File: src/rtl/textmode_scanner.sv
// Text-mode raster engine: scan counters feed a two-stage, strobe-gated pipeline.
// Stage 1 issues the text-buffer/glyph lookup; stage 2 registers pixel and syncs.
module textmode_scanner #(
  parameter int H_ACTIVE = 640,
  parameter int H_FP     = 16,
  parameter int H_SYNC   = 96,
  parameter int H_BP     = 48,
  parameter int V_ACTIVE = 480,
  parameter int V_FP     = 10,
  parameter int V_SYNC   = 2,
  parameter int V_BP     = 33,
  parameter int COLS     = 80,
  parameter int ADDR_W   = 12
) (
  input  logic              clk,
  input  logic              rst_n,
  input  logic              pix_en,
  output logic [ADDR_W-1:0] text_addr,
  input  logic [6:0]        text_data,
  output logic [6:0]        glyph_ascii,
  output logic [3:0]        glyph_row,
  output logic [2:0]        glyph_col,
  input  logic              glyph_px,
  output logic              pixel,
  output logic              de,
  output logic              hsync,
  output logic              vsync,
  output logic              frame_start
);

  localparam int H_TOTAL = H_ACTIVE + H_FP + H_SYNC + H_BP;
  localparam int V_TOTAL = V_ACTIVE + V_FP + V_SYNC + V_BP;
  localparam int HW      = $clog2(H_TOTAL);
  localparam int VW      = $clog2(V_TOTAL);
  localparam int HS_BEG  = H_ACTIVE + H_FP;
  localparam int HS_END  = HS_BEG + H_SYNC;
  localparam int VS_BEG  = V_ACTIVE + V_FP;
  localparam int VS_END  = VS_BEG + V_SYNC;

  // One raster position plus its decoded active/sync flags.
  typedef struct packed {
    logic [HW-1:0] h;
    logic [VW-1:0] v;
    logic          act;
    logic          hs_n;
    logic          vs_n;
  } scan_pos_t;

  localparam scan_pos_t POS_RESET = '{h: HW'(0), v: VW'(0), act: 1'b0, hs_n: 1'b1, vs_n: 1'b1};

  logic [HW-1:0]     h_cnt;
  logic [VW-1:0]     v_cnt;
  logic              h_last;
  logic              v_last;
  scan_pos_t         cur;
  scan_pos_t         p1;
  logic [ADDR_W-1:0] addr_nxt;

  // Position decode and text-cell address for the current counter value.
  always_comb begin
    // NOTE: every always_comb output is given a default first, so no path can infer a latch.
    cur      = POS_RESET;
    addr_nxt = '0;
    h_last   = (h_cnt == HW'(H_TOTAL - 1));
    v_last   = (v_cnt == VW'(V_TOTAL - 1));
    cur.h    = h_cnt;
    cur.v    = v_cnt;
    cur.act  = (h_cnt < HW'(H_ACTIVE)) && (v_cnt < VW'(V_ACTIVE));
    cur.hs_n = !((h_cnt >= HW'(HS_BEG)) && (h_cnt < HW'(HS_END)));
    cur.vs_n = !((v_cnt >= VW'(VS_BEG)) && (v_cnt < VW'(VS_END)));
    if (cur.act) begin
      addr_nxt = ADDR_W'(v_cnt >> 4) * ADDR_W'(COLS) + ADDR_W'(h_cnt >> 3);
    end
  end

  always_ff @(posedge clk) begin
    // NOTE: sequential state uses non-blocking assignments so every register samples pre-edge values.
    if (!rst_n) begin
      h_cnt <= '0;
      v_cnt <= '0;
    end else if (pix_en) begin
      if (h_last) begin
        h_cnt <= '0;
        v_cnt <= v_last ? '0 : v_cnt + 1'b1;
      end else begin
        h_cnt <= h_cnt + 1'b1;
      end
    end
  end

  // Stage 1: latch position and issue the text buffer read.
  always_ff @(posedge clk) begin
    if (!rst_n) begin
      p1        <= POS_RESET;
      text_addr <= '0;
    end else if (pix_en) begin
      p1        <= cur;
      text_addr <= addr_nxt;
    end
  end

  // The ROM lookup rides between strobes on stage-1 state and the buffer read data.
  assign glyph_ascii = text_data;
  assign glyph_row   = p1.v[3:0];
  assign glyph_col   = p1.h[2:0];

  // Stage 2: register pixel and syncs together so they leave aligned.
  always_ff @(posedge clk) begin
    if (!rst_n) begin
      pixel <= 1'b0;
      de    <= 1'b0;
      hsync <= 1'b1;
      vsync <= 1'b1;
    end else if (pix_en) begin
      pixel <= glyph_px & p1.act;
      de    <= p1.act;
      hsync <= p1.hs_n;
      vsync <= p1.vs_n;
    end
  end

  // p1.act separates a real (0,0) from the cleared reset state of stage 1.
  always_ff @(posedge clk) begin
    if (!rst_n) begin
      frame_start <= 1'b0;
    end else begin
      frame_start <= pix_en && p1.act && (p1.h == '0) && (p1.v == '0);
    end
  end

endmodule

File: config.mk
export PLATFORM = sky130hd
export DESIGN_NAME = textmode_scanner
export DESIGN_NICKNAME = d
export VERILOG_FILES = /design/src/rtl/textmode_scanner.sv
export SDC_FILE = /design/constraint.sdc
export NUM_CORES = 1
export LEC_CHECK = 0
export ABC_AREA = 1
export BUFFER_PORTS_ARGS = -buffer_cell sky130_fd_sc_hd__clkbuf_2
export CAP_MARGIN = 20
export CORE_ASPECT_RATIO = 1.1
export CORE_MARGIN = 1.5
export CORE_UTILIZATION = 31
export DETAILED_ROUTE_END_ITERATION = 8
export GPL_TIMING_DRIVEN = 0
export HOLD_SLACK_MARGIN = 0.1
export PLACE_DENSITY = 0.54
export SYNTH_ARGS = -nofsm -noshare
export SYNTH_HDL_FRONTEND = slang
export SYNTH_SLANG_ARGS = --single-unit
File: constraint.sdc
create_clock -name clk -period 2.25 [get_ports clk]
set_input_delay 0.1125 -clock clk [delete_from_list [all_inputs] [get_ports clk]]
set_output_delay 0.1125 -clock clk [all_outputs]
set_load 0.02 [all_outputs]
# [Yosys cells after proc, flatten, opt, wreduce, memory -nomap -nowiden]
# Index checks and enable logic that the tools add are counted.
[op_classes] n_bitwise=1 n_eq_ne=2 n_reduce_logical=11 mux=3 n_addsub=3 n_lt_le_gt_ge=6 mul=1
[op_table] operator="$add 10x1->10 const B" n=2
[op_table] operator="$eq 10x10->1 const B" n=2
[op_table] operator="$logic_not 10->1" n=2
[op_table] operator="$lt 10x10->1 const B" n=2
[op_table] operator="$lt 10x9->1 const B" n=2
[op_table] operator="$mux 10" n=2
[op_table] operator="$add 12x7->12" n=1
[op_table] operator="$mux 12" n=1
[op_table] operator="$ge 10x10->1 const B" n=1
[op_table] operator="$ge 10x9->1 const B" n=1
[op_table] operator="$mul 6x3->8 const B" n=1
[op_table] operator="$logic_and 1x1->1" n=6
[op_table] operator="$logic_not 1->1" n=2
[op_table] operator="$reduce_and 2->1" n=1
[op_table] operator="$and 1x1->1" n=1
[word_totals] wordCells=40 reg_bits=60 in_bits=11 out_inout_bits=31

# [Logic depth before layout (Yosys ltp)]
[logic_depth] depth_word=3 ltp_mapped=13

# [Worst setup path after synthesis]
# No wires, ideal clock.
[synth_timing] path_type="register to register" from="register v_cnt[7]" to="register text_addr[11]" stages_incl_launch_ff=11 setup_time_ns=0.132 setup_slack_ns=0.142 n_path_buf=0 required_time_ns=2.118 t_arrival_ns=1.976 period_less_slack_ns=2.108 cell_sequence="dfxtp_1 -> ha_1 -> ha_1 -> inv_1 -> fa_1 -> nor2_1 -> nand3_1 -> nor2_1 -> nand3_1 -> nand3_1 -> a21oi_1"
[synth_between] elab_chain_cells=3 word_cells_on_any_way=5
[synth_lines] item="from (decl)" line_no="52" text="logic [VW-1:0] v_cnt;"
[synth_lines] item="from (signal assigned)" line_no="84" text="v_cnt <= v_last ? '0 : v_cnt + 1'b1;"
[synth_lines] item="$mul 6x3->8 or $lt 10x9->1 (tied branches)" line_no="72, 68"
[synth_lines] item="$add 12x7->12 or $logic_and 1x1->1 (tied branches)" line_no="72, 68"
[synth_lines] item="$mux 12 (*)" line_no="71" text="if (cur.act) begin"
[synth_lines] item="to (signal assigned)" line_no="98" text="text_addr <= addr_nxt;"
[synth_lines] item="to (decl)" line_no="18" text="output logic [ADDR_W-1:0] text_addr,"
# Every way passes the cells marked *; elsewhere a longest branch is shown, timed or not.
# A chain may end at the register's enable or synchronous reset.

# [Final worst setup path]
# Same ends and word-level chain as after synthesis.

==> flow_summary.json <==
{
  "final.setup_skew_ns": 0.00817,
  "timing.critical_path.from_type": "register",
  "biggest_fanout_along_the_worst_timing_path": 7,
  "crit_required_ns": 2.45,
  "fin_cells": 571,
  "hp-class": "primary input to register",
  "drt_iter0_markers": 90,
  "netlist_instances": 401,
  "synth_top_cell_area_share": 0.401,
  "worst_skew_late_latency_ns": 0.34,
  "finalSetupViolCount": 0,
  "buffers_and_inverters_on_the_worst_path": 1,
  "remaining_drc_errors": 0,
  "max-clock-path-buffers": 2,
  "floorplan.die_area_mm2": 0.0103,
  "placement.setup.worst_slack_ns": -0.113,
  "place_inst": 552,
  "share_of_the_synthesized_netlist_area_taken_by_xor_and_xnor_gates": 0.0263,
  "worstSetupEndpointType": "register",
  "core_footprint_mm2": 0.00940,
  "design.final.nets": 477,
  "final-max-slew-violation-count": 0,
  "p_leak_nw": 1.56,
  "delay_of_the_slowest_cell_on_the_worst_path_ns": 0.48,
  "gr-total-overflow": 0,
  "p_per_area_mw_per_mm2": 673,
  "grt_antenna_before_repair": 0,
  "worst_path_max_delay_cell": "sky130_fd_sc_hd__fa_2",
  "yosys.area_share.adder": 0.0760,
  "tritoncts_num_sinks": 60,
  "setup.worst_path.class": "register to register",
  "final.min_clock_period_ns": 2.16,
  "max_cap_viol_count": 0,
  "main_combinational_cell_family_by_area_after_synthesis": "simple AND/OR/NAND/NOR gates",
  "overall_global_routing_resource_usage": 0.155,
  "muxShareOfSynthArea": 0,
  "row_count": 37,
  "detail-route-antenna-nets": 0,
  "timing.final.ws_setup_ns": 0.0886,
  "power_w": 0.00243,
  "synth.most_common_cell": "sky130_fd_sc_hd__nand2_1",
  "clk_pin_slew_worst_paths_ns": 0.07,
  "synth-edff-count": 0,
  "dpl.hpwl_mm": 5.71,
  "numCtsBuffers": 9,
  "grt_max_degree": 11,
  "post_route_cells_drive_above_1_share": 0.196,
  "synth.cell_area_mm2": 0.00300,
  "synthDistinctLibCells": 32,
  "final_util": 0.385,
  "min_period_over_period": 0.961,
  "wirelength_mm": 7.70,
  "max_slew_margin": 0.614,
  "cell_class_contributing_the_biggest_share_of_worst_path_delay": "adder cells",
  "async_reset_ff_frac": 0,
  "yosys_warnings": 0,
  "post_dr_vias_cell": 4.73,
  "worst_slew_pin_slew_ns": 0.579,
  "grt_first_pass_wirelength_mm": 12.7,
  "buffer_ports.inserted": 34,
  "clockRootBuffer": "sky130_fd_sc_hd__clkbuf_8",
  "num_io_pins": 42,
  "route.detailed.wl_per_inst_um": 13.5,
  "cts_tree": "yes",
  "htree_num_levels": 3,
  "grt_setup_unrepaired": "false",
  "synth.net_count": 429,
  "syn_to_final_growth_pct": 20.5,
  "route.vias.total": 2701,
  "crit_arrival_ns": 2.36,
  "yosys-top-cells-area": "sky130_fd_sc_hd__dfxtp_1 40%, sky130_fd_sc_hd__nand2_1 11%, sky130_fd_sc_hd__a21oi_1 6.8%",
  "antenna_cells_inserted": 0,
  "first_global_vias": 2564,
  "floorplan.die.width_um": 96.8,
  "synth.ff_latch_count": 60,
  "fillCellCount": 1023,
  "hold_viol_final": 0,
  "synthesized_area_divided_by_synthesized_cell_count_um2": 7.48,
  "ys_top_cells_by_count": "84 x sky130_fd_sc_hd__nand2_1, 60 x sky130_fd_sc_hd__dfxtp_1, 42 x sky130_fd_sc_hd__inv_1, 41 x sky130_fd_sc_hd__a21oi_1, 34 x sky130_fd_sc_hd__nor2_1",
  "timing.critical_path.cells": "ha_1, ha_2, inv_1, fa_2, nor2_4, nand3_2, nor2_4, nand3_1, nand3_1, a21oi_1",
  "outcome": "finished, final reports clean",
  "dominantRegCellSynth": "sky130_fd_sc_hd__dfxtp_1",
  "synth_simple_gate_area_share": 0.270,
  "routabilityCongestion": 0.849,
  "vdd_ir_drop_max_mv": 0.297,
  "die_h_um": 106,
  "effective_utilization_at_floorplan": 0.319,
  "fmax_ghz": 0.463,
  "synth-compound-area-share": 0.121,
  "synth_largest_area_cell": "sky130_fd_sc_hd__dfxtp_1",
  "firstDrtPassIters": 4,
  "synth_seq_area_share": 0.401
}
==> cell families (layout without fill, tap and decap cells) <==
| group | after synthesis | after routing |
|---|---|---|
| buf+inv | 70 | 123 |
| fa+ha+maj | 17 | 17 |
| flops | 60 | 60 |
| simple gates | 176 | 176 |
| compound gates | 69 | 69 |
| xor+xnor | 9 | 9 |
==> layer usage <==
layer / up-vias / share of wire / global-route usage
met5: - / 0 / 0
met4: 0 / 0.027 / 0.0756
met3: 13 / 0.030 / 0.0276
met2: 48 / 0.48 / 0.258
met1: 1247 / 0.47 / 0.193
li1: 1393 / - / -
==> tightest hold or removal path, delay by kind of cell <==
family	cells	cell delay (ns)
simple gates	2	0.29
buf+inv	1	0.11
==> stage by stage <==
step	cell area [um2]	setup TNS, ns	hold slack (ns)
after global routing	3610	0	0.230
after floorplan	3000	0	0.275
after detailed placement	3310	-0.152	0.373
after global placement	3310	-0.0763	0.373
final	3610	0	0.215
after CTS	3570	0	0.207
==> report_power, final <==
part	total (W)	internal [W]	switching (W)
Clock	0.00117	0.000733	0.000436
Sequential	0.00110	0.00108	0.0000153
Combinational	0.000164	0.0000579	0.000106
Total	0.00243	0.00188	0.000558
==> state kept, by name, indices dropped and copies added (netlist names) <==
name         cells
pixel            1
frame_start      1
hsync            1
glyph_row        4
vsync            1
text_addr       12
de               1
v_cnt           10
h_cnt           10
p1              16
glyph_col        3
==> layout make-up <==
| cell class | count | area, um2 | share of cell area |
|---|---|---|---|
| plain buffers | 27 | 158 | 0.0436 |
| clock buffers | 11 | 131 | 0.0364 |
| clock inverters | 5 | 100 | 0.0277 |
| inverters | 43 | 161 | 0.0447 |
| multi-input cells | 271 | 1510 | 0.418 |
| flip-flops and latches | 60 | 1210 | 0.334 |
| well taps | 117 | 146 | 0.0405 |
| repair buffers | 37 | 198 | 0.0547 |
==> path summary, 6_finish.rpt <==
check / cells past startpoint / slack, ns / endpoint / start
setup / recovery: 10 / 0.09 / text_addr[11] / v_cnt[7]
hold / removal: 3 / 0.21 / h_cnt[0] / rst_n
setup reg to reg: 10 / 0.09 / text_addr[11] / v_cnt[7]
hold reg to reg: 2 / 0.46 / text_addr[9] / text_addr[9]
==> repair_timing <==
item / 4_1_cts / 5_1_grt
resized for setup: 5 / 8
buffers inserted: 0 / 1
setup endpoints to repair: 2 / 2
hold endpoints to repair: 2 / 0
pin swaps: 0 / 3
hold buffers: 2 / 0
==> placed cells by master (no fill, tap or decap), types with 8 or more instances in the layout <==
cell type	count
sky130_fd_sc_hd__nor3_1	8
sky130_fd_sc_hd__nor2_1	32
sky130_fd_sc_hd__a21oi_1	41
sky130_fd_sc_hd__ha_1	14
sky130_fd_sc_hd__buf_4	15
sky130_fd_sc_hd__o21ai_0	21
sky130_fd_sc_hd__nand3_1	21
sky130_fd_sc_hd__nand4_1	10
sky130_fd_sc_hd__clkbuf_2	34
sky130_fd_sc_hd__nand2_1	84
sky130_fd_sc_hd__clkbuf_8	9
sky130_fd_sc_hd__inv_1	42
sky130_fd_sc_hd__clkbuf_1	11
sky130_fd_sc_hd__dfxtp_1	56
(Power assumes the default switching activity.)
